**config.mk**
```make
export PLATFORM = sky130hd
export DESIGN_NAME = dma_bus_arbiter
export DESIGN_NICKNAME = d
export VERILOG_FILES = /design/src/rtl/dma_bus_pkg.sv /design/src/rtl/dma_rr_pick.sv /design/src/rtl/dma_bus_arbiter.sv
export SDC_FILE = /design/constraint.sdc
export NUM_CORES = 1
export LEC_CHECK = 0
export CORE_MARGIN = 5
export CORE_UTILIZATION = 50
export DETAILED_ROUTE_END_ITERATION = 7
export DONT_BUFFER_PORTS = 1
export PLACE_DENSITY = 0.64
export SYNTH_ARGS = -nofsm -noshare
export SYNTH_HDL_FRONTEND = slang
export SYNTH_HIERARCHICAL = 1
export SYNTH_SLANG_ARGS = --single-unit
```
**constraint.sdc**
```tcl
create_clock -name CLK -period 1.5 [get_ports CLK]
set_clock_uncertainty 0.05 [all_clocks]
set_input_delay 0.3 -clock CLK [delete_from_list [all_inputs] [get_ports CLK]]
set_output_delay 0.3 -clock CLK [all_outputs]
set_load 0.05 [all_outputs]
```
**src/rtl/dma_bus_pkg.sv**
```systemverilog
// Shared types and widths for the DMA bus-ownership arbiter.
package dma_bus_pkg;

  typedef enum logic [1:0] {
    IDLE,
    WAIT_HLDA,
    GRANT,
    RELEASE
  } bus_state_e;

  localparam int unsigned GAP_W    = 4;
  localparam int unsigned TENURE_W = 16;

endpackage

```
**src/rtl/dma_rr_pick.sv**
```systemverilog
// Combinational round-robin picker: first set request scanning upward
// from rr_ptr, wrapping modulo N_MASTERS.
module dma_rr_pick #(
  parameter int unsigned N_MASTERS = 2,
  parameter int unsigned W         = $clog2(N_MASTERS)
) (
  input  logic [N_MASTERS-1:0] hrq,
  input  logic [W-1:0]         rr_ptr,
  output logic [W-1:0]         winner,
  output logic                 valid
);

  localparam logic [W:0] NM = (W+1)'(N_MASTERS);

  logic [W:0] idx;

  always_comb begin
    winner = '0;
    valid  = 1'b0;
    idx    = '0;
    for (int unsigned i = 0; i < N_MASTERS; i++) begin
      idx = {1'b0, rr_ptr} + (W+1)'(i);
      if (idx >= NM) idx = idx - NM;
      if (!valid && hrq[idx[W-1:0]]) begin
        valid  = 1'b1;
        winner = idx[W-1:0];
      end
    end
  end

endmodule

```
**src/rtl/dma_bus_arbiter.sv**
```systemverilog
// HOLD/HLDA sequencer granting the bus to one of N DMA masters round-robin.
// Optional tenure limit enabled by defining DMA_BUS_TENURE_LIMIT_EN.
module dma_bus_arbiter
  import dma_bus_pkg::*;
#(
  parameter int unsigned N_MASTERS  = 2,
  parameter int unsigned IDLE_GAP   = 1,
  parameter int unsigned MAX_TENURE = 256
) (
  input  logic                         CLK,
  input  logic                         RESET,
  input  logic [N_MASTERS-1:0]         hrq,
  input  logic                         cpu_hlda,
  output logic                         cpu_hold,
  output logic [N_MASTERS-1:0]         hlda,
  output logic [$clog2(N_MASTERS)-1:0] owner,
  output logic                         busy,
  output logic                         proto_err
`ifdef DMA_BUS_TENURE_LIMIT_EN
  ,
  output logic                         tenure_expired
`endif
);

  localparam int unsigned W = $clog2(N_MASTERS);
  localparam logic [GAP_W-1:0] GAP_INIT = GAP_W'(IDLE_GAP);

  bus_state_e           state, state_nxt;
  logic                 hold_nxt, busy_nxt, perr_nxt;
  logic [N_MASTERS-1:0] hlda_nxt;
  logic [W-1:0]         owner_nxt, rr_ptr, rr_nxt, owner_inc;
  logic [GAP_W-1:0]     gap, gap_nxt;
  logic [W-1:0]         pick;
  logic                 pick_valid;
  logic                 grant_exit;
  logic                 expired;

`ifdef DMA_BUS_TENURE_LIMIT_EN
  logic [TENURE_W-1:0]  tcnt, tcnt_nxt;
  logic                 texp_nxt;
  assign expired = (tcnt == TENURE_W'(MAX_TENURE - 1));
`else
  logic                 tenure_unused;
  assign tenure_unused = (MAX_TENURE != 0);
  assign expired = 1'b0;
`endif

  dma_rr_pick #(
    .N_MASTERS(N_MASTERS),
    .W        (W)
  ) u_pick (
    .hrq   (hrq),
    .rr_ptr(rr_ptr),
    .winner(pick),
    .valid (pick_valid)
  );

  assign owner_inc  = (owner == W'(N_MASTERS - 1)) ? '0 : owner + 1'b1;
  // Any of the three GRANT exits (withdrawal, CPU violation, expiry) share one path.
  assign grant_exit = !hrq[owner] || !cpu_hlda || expired;

  always_comb begin
    state_nxt = state;
    hold_nxt  = cpu_hold;
    hlda_nxt  = hlda;
    owner_nxt = owner;
    perr_nxt  = proto_err;
    rr_nxt    = rr_ptr;
    gap_nxt   = gap;
`ifdef DMA_BUS_TENURE_LIMIT_EN
    tcnt_nxt  = tcnt;
    texp_nxt  = 1'b0;
`endif
    case (state)
      IDLE: begin
        if (gap != '0) begin
          gap_nxt = gap - 1'b1;
        end else if (pick_valid) begin
          owner_nxt = pick;
          hold_nxt  = 1'b1;
          state_nxt = WAIT_HLDA;
        end
      end
      WAIT_HLDA: begin
        if (!hrq[owner]) begin
          hold_nxt  = 1'b0;
          state_nxt = RELEASE;
        end else if (cpu_hlda) begin
          hlda_nxt        = '0;
          hlda_nxt[owner] = 1'b1;
          state_nxt       = GRANT;
`ifdef DMA_BUS_TENURE_LIMIT_EN
          tcnt_nxt        = '0;
`endif
        end
      end
      GRANT: begin
        if (grant_exit) begin
          hlda_nxt  = '0;
          hold_nxt  = 1'b0;
          rr_nxt    = owner_inc;
          state_nxt = RELEASE;
          if (hrq[owner] && !cpu_hlda) perr_nxt = 1'b1;
`ifdef DMA_BUS_TENURE_LIMIT_EN
          if (hrq[owner] && cpu_hlda) texp_nxt = 1'b1;
        end else begin
          tcnt_nxt = tcnt + 1'b1;
`endif
        end
      end
      RELEASE: begin
        hold_nxt = 1'b0;
        hlda_nxt = '0;
        if (!cpu_hlda) begin
          gap_nxt   = GAP_INIT;
          state_nxt = IDLE;
        end
      end
      default: state_nxt = IDLE;
    endcase
    busy_nxt = (state_nxt != IDLE);
  end

  always_ff @(posedge CLK or posedge RESET) begin
    if (RESET) begin
      state     <= IDLE;
      cpu_hold  <= 1'b0;
      hlda      <= '0;
      owner     <= '0;
      busy      <= 1'b0;
      proto_err <= 1'b0;
      rr_ptr    <= '0;
      gap       <= '0;
    end else begin
      state     <= state_nxt;
      cpu_hold  <= hold_nxt;
      hlda      <= hlda_nxt;
      owner     <= owner_nxt;
      busy      <= busy_nxt;
      proto_err <= perr_nxt;
      rr_ptr    <= rr_nxt;
      gap       <= gap_nxt;
    end
  end

`ifdef DMA_BUS_TENURE_LIMIT_EN
  always_ff @(posedge CLK or posedge RESET) begin
    if (RESET) begin
      tcnt           <= '0;
      tenure_expired <= 1'b0;
    end else begin
      tcnt           <= tcnt_nxt;
      tenure_expired <= texp_nxt;
    end
  end
`endif

endmodule

```
* Word level (Yosys, flattened, before mapping)
Index checks and enable logic that the tools add are counted. W data, S select, Z words.
Storage, ports and cells: logic and storage cells 83, output and inout port bits 6, input bits 5, register bits after elaboration 13
Operators by class: magnitude comparators 6, reductions and logical operators 18, add/sub/neg operators 5, equality and inequality tests 11, bitwise logic cells 1, multiplexer cells 34
Operator list (number):
- $mux W1 | 18
- $mux W2 | 9
- $ne A2 B2 Y1 const B | 8
- $reduce_and A3 Y1 | 3
- $mux W4 | 2
- $pmux W2 S4 | 1
- $pmux W4 S2 | 1
- $reduce_and A4 Y1 | 2
- $lt A1 B2 Y1 const B | 3
- $pmux W2 S3 | 1
- $eq A2 B2 Y1 const B | 2
- $pmux W1 S4 | 1
- $reduce_bool A2 Y1 | 2
- $reduce_bool A4 Y1 | 1
- $sub A4 B1 Y4 const B | 1
- $logic_and A1 B1 Y1 | 3
- $logic_not A1 Y1 | 3
- $reduce_bool A3 Y1 | 1
- $add A1 B1 Y2 const B | 1
- $eq A2 B1 Y1 const B | 1
- $ge A1 B2 Y1 const B | 1
- $ge A2 B2 Y1 const B | 1
- $logic_not A2 Y1 | 1
- $reduce_and A2 Y1 | 1
- 6 further kinds | 7

* Logic depth before layout (Yosys ltp)
depth after elaboration 12, gate-level depth with buffers 5, gate-level depth less buffers 5

* Hierarchy
Netlist, hierarchy kept.
Modules (own cells, without submodules):
- dma_bus_arbiter | instances 1, cells each 68, seq. area each 325.3 µm², area each 699.4 µm²
- dma_rr_pick | instances 1, cells each 3, seq. area each 0.0 µm², area each 17.5 µm²

* Least setup slack after synthesis
Ideal clock, no wire load.
path kind register to register, start reg owner, end reg state[0], setup time 0.080 ns, buffers on the path 0, stages on the path, launching flop included 4, arrival 1.500 ns, setup slack -0.130 ns, required time 1.370 ns, period minus slack after synthesis 1.630 ns, path through dfrtp_1 -> mux2_4 -> a311o_1 -> nor3_2
On the way: longest elaborated chain between the ends 6, elaborated cells on any way between the ends 7, those cells by class 5 x mux; 2 x reduce/logical
Ends and longest elaborated chain:
- start: declaration | line dma_bus_arbiter.sv:16 | output logic [$clog2(N_MASTERS)-1:0] owner,
- start signal: assignment | line dma_bus_arbiter.sv:138 | owner <= owner_nxt;
- $mux W1 (implied by the code) (*) (2 in a row) | line dma_bus_arbiter.sv:60, dma_bus_arbiter.sv:85
- $logic_not A1 Y1
- $logic_or A1 B1 Y1 | line dma_bus_arbiter.sv:60 | assign grant_exit = !hrq[owner] || !cpu_hlda || expired;
- $mux W2 | line dma_bus_arbiter.sv:98 | if (grant_exit) begin
- $pmux W2 S4 (*) | line dma_bus_arbiter.sv:74 | case (state)
- named net state_nxt[0] | line dma_bus_arbiter.sv:28 | bus_state_e state, state_nxt;
- end signal: assignment | line dma_bus_arbiter.sv:135 | state <= state_nxt;
- end: declaration | line dma_bus_arbiter.sv:28
The timed path passes the listed nets; every way through them passes the cells marked *. The select of a mux whose other input is x is not followed. A chain may end at the register's enable or synchronous reset.

* Worst setup path after layout
start reg gap[1], end reg gap[1]
On the way: longest elaborated chain between the ends 3, elaborated cells on any way between the ends 6, those cells by class 1 x add/sub; 1 x eq/ne; 2 x mux; 2 x reduce/logical
Ends and longest elaborated chain:
- start: declaration | line dma_bus_arbiter.sv:32 | logic [GAP_W-1:0] gap, gap_nxt;
- start signal: assignment | line dma_bus_arbiter.sv:142 | gap <= gap_nxt;
- $sub A4 B1 Y4 or $reduce_bool A4 Y1 (tied branches) | line dma_bus_arbiter.sv:77, dma_bus_arbiter.sv:76
- $mux W4 or $ne A2 B2 Y1 (tied branches)
- $pmux W4 S2 or $reduce_and A3 Y1 (tied branches)
Parallel ways exist; a longest one is shown, timed or not. The select of a mux whose other input is x is not followed.

==> results.md <==
- CTS tree: yes
- Largest family of logic cells by synthesized area: simple AND/OR/NAND/NOR gates
- Power density over cell area: approximately 2200 nW/um^2
- Crit. End Element: flop
- Register area: 327 um^2
- Insertion delay to the later sink of the worst-skew pair: 0.27 ns
- Setup TNS: 0 ns
- Post-synth EDFFs: 0
- Max incr delay on CP: 0.53 ns
- Routed WL per cell: 15.5 um
- Synth top area share: 45.4%
- HP Start: cpu_hlda
- Pin count of the biggest net entering global routing: 16
- Asr flop ratio synth: 100%
- Worst r2r dst: gap[1]$_DFFE_PP0P_
- CP bufs+invs: 1
- # diodes: 0
- Net count after synthesis: slightly below 80
- Max rail drop VDD: 0.00121 V
- Hold EP: hlda[0]$_DFFE_PP0P_
- Max-slew headroom at the worst pin: roughly two thirds
- Nets: between 80 and 90
- Xor and xnor area share after synthesis: 0%
- Vias in the first global route: 563
- Pleak: 0.371 nW
- Root buffer cell: clkbuf_4
- 1st-iter DRT viols: 2
- Reg2reg setup slack: 0.04 ns
- Final setup fails: 0
- Reg clk slew, reported paths: 0.08 ns
- Placed inst area: approximately 760 um^2
- Worst-margin pin slew: 0.523 ns
- DP HPWL: 1.06 mm
- Worst Hold Path Cells: 2
- CP required: 1.63 ns
- Drt total wl: 1.46 mm
- Cells after Synth: 71
- Final Non-Filler Cells: 94
- Worst Path Arrival: 1.59 ns
- Tmin final: ~1.5 ns
- Distinct cells, synth: 38
- Slew Viols, Final: 0
- Simple-gate portion of the synthesized area: 23.0%
- Cell Chain, Critical Path: inv_2, ha_2, or4_1, o31ai_2
- Die Area: 2290 um^2
- DRC viols: 0
- Worst path slowest cell: or4_1
- Top FF cell, synth: dfrtp_1
- Mux share of post-synthesis cell area: 7.85%
- Cell area after synthesis: 717 um^2
- Length in cells of the worst reg-to-reg path: 4
- Post-synthesis sequential area ratio: 45.4%
- Initial antenna violation count: 0
- Crit Reg-Reg Startpoint: gap[1]$_DFFE_PP0P_
- Pwr Total: 1.80 mW
- Placed Cells incl. Taps: approximately 90
- Clock Tree Buf Depth: 2
- Synth area leader: dfrtp_1
- PortBufs: 0
- Core area: 1330 um^2
- Critical path class: flop to flop
- Most common cell after layout, fill and taps aside: dfrtp_1
- Mean post-synth cell area: 10.1 um^2
- Synth warn: 6
- Adder-cell share of the synthesized area: under 10%
- Layout cells sized above 1: between 20 and 30%
- Most frequent cells in the layout: dfrtp_1, inv_1, buf_4
- Startpoint types: flop
- Rows: 13
- Max Cap Viol: 0
- RSZ-0062 raised after global routing: true
- Worst Path Max Fanout: 2
- Synthesized flop and latch total: 13
- Placer Congestion: ~0.81
- TritonCTS buffer count: 3
- H-Tree Depth: 1
- Fillers: roughly 120
- Compound-cell area share of the yosys netlist: around 16%
- Total gr overflow: 0
- Die H: 47.9 um
- Post-route cell area: 823 um^2
- First-pass GRT wire length: 2.50 mm
- Die width: 47.9 um
- Cells taking the most area after synthesis: dfrtp_1, mux2i_1, inv_1, o211ai_1, nor2b_1
- Boundary pin count: 11
- Starting Density: 53.8%
- Vias: 552
- Outcome: complete, no violations
- Hold Vio Cnt, Final: 0
- Achievable Freq: 683 MHz
- Via/cell ratio: 5.87
- Top delay family on crit path: simple AND/OR/NAND/NOR gates
- Gr usage total: 15.9%
- Final period util: 97.6%
- Min-Delay Path Class: input port to flop
- DRT Pass-1 Iters: 2
- TritonCTS sink count: 13
- Antenna viol nets, final: 0
- Area taken by multi-input logic gates: 370 um^2
- Area growth syn-to-layout: 14.8%
==> what timing repair did <==
item	4_1_cts	5_1_grt
hold buffers	1	0
buffers inserted	0	1
endpoints found under the hold margin	13	0
gates resized for setup	1	4
endpoints found under the setup margin	2	2
==> power by group <==
group	internal, mW	leakage (nW)	switching, mW
clock network	0.103	0.0150	0.105
registers	0.494	0.157	0.386
logic	0.360	0.199	0.346
total	0.958	0.371	0.838
==> worst register-to-register path, delay by kind of cell, from the launching register on <==
kind / cells / cell delay (ns)
flops: 1 / 0.39
buf+inv: 1 / 0.07
fa+ha+maj: 1 / 0.26
compound gates: 1 / 0.08
simple gates: 1 / 0.53
==> synthesized netlist by cell type (2+ instances only) <==
| master | n |
|---|---|
| nor2b_1 | 3 |
| nor3_1 | 2 |
| dfrtp_1 | 13 |
| mux2i_1 | 3 |
| o211ai_1 | 3 |
| nor2_1 | 3 |
| nand3_1 | 2 |
| inv_1 | 7 |
| buf_2 | 2 |
| nand2_1 | 3 |
| o21ai_0 | 3 |
==> layout make-up <==
cell class | instances | area share, %
clock buffers | 4 | 3.19
inverters | 7 | 3.19
flip-flops and latches | 13 | 39.7
repair buffers | 7 | 6.69
multi-input cells | 48 | 45.0
well taps | 15 | 2.28
==> per-layer routing <==
| metal | GRT usage (%) | part of all wire, % |
|---|---|---|
| met1 | 19.3 | 46 |
| met2 | 26.1 | 50 |
| met3 | 3.76 | 2.8 |
| met4 | 8.06 | 0.89 |
| met5 | 0 | 0 |
==> sequential cells by signal, indices dropped and copies added, names as in the netlist <==
name / cells
busy: 1
cpu_hold: 1
proto_err: 1
gap: 4
rr_ptr: 1
hlda: 2
state: 2
owner: 1
==> cells by family after synthesis <==
group | Yosys count
and+or+nand+nor | 26
adders and majority gates | 1
DFF | 13
muxes | 5
AOI/OAI and AO/OA | 16
buffers and inverters | 10
==> worst max-delay path by stage <==
stage	slack, ns	startpoint	depth (start not counted)	to
after global routing	-0.03	gap[1]$_DFFE_PP0P_	6	gap[1]$_DFFE_PP0P_
after CTS	0.05	gap[1]$_DFFE_PP0P_	6	gap[1]$_DFFE_PP0P_
final	0.04	gap[1]$_DFFE_PP0P_	4	gap[1]$_DFFE_PP0P_
after global placement	0.007	gap[0]$_DFFE_PP0P_	6	gap[1]$_DFFE_PP0P_
after floorplan	0.02	gap[0]$_DFFE_PP0P_	5	owner$_DFFE_PP0P_
after detailed placement	-0.05	gap[1]$_DFFE_PP0P_	5	owner$_DFFE_PP0P_
==> per-stage QoR <==
step | setup WS (ns) | utilization, % | hold WS, ns
2_1_floorplan | 0.0184 | - | 0.127
3_3_place_gp | 0.00706 | 57.0 | 0.196
3_5_place_dp | -0.0503 | 57.0 | 0.204
4_1_cts | 0.0454 | 60.1 | 0.119
5_1_grt | -0.0282 | 61.7 | 0.141
6_report | 0.0360 | 61.7 | 0.129
(Power assumes the default switching activity.)
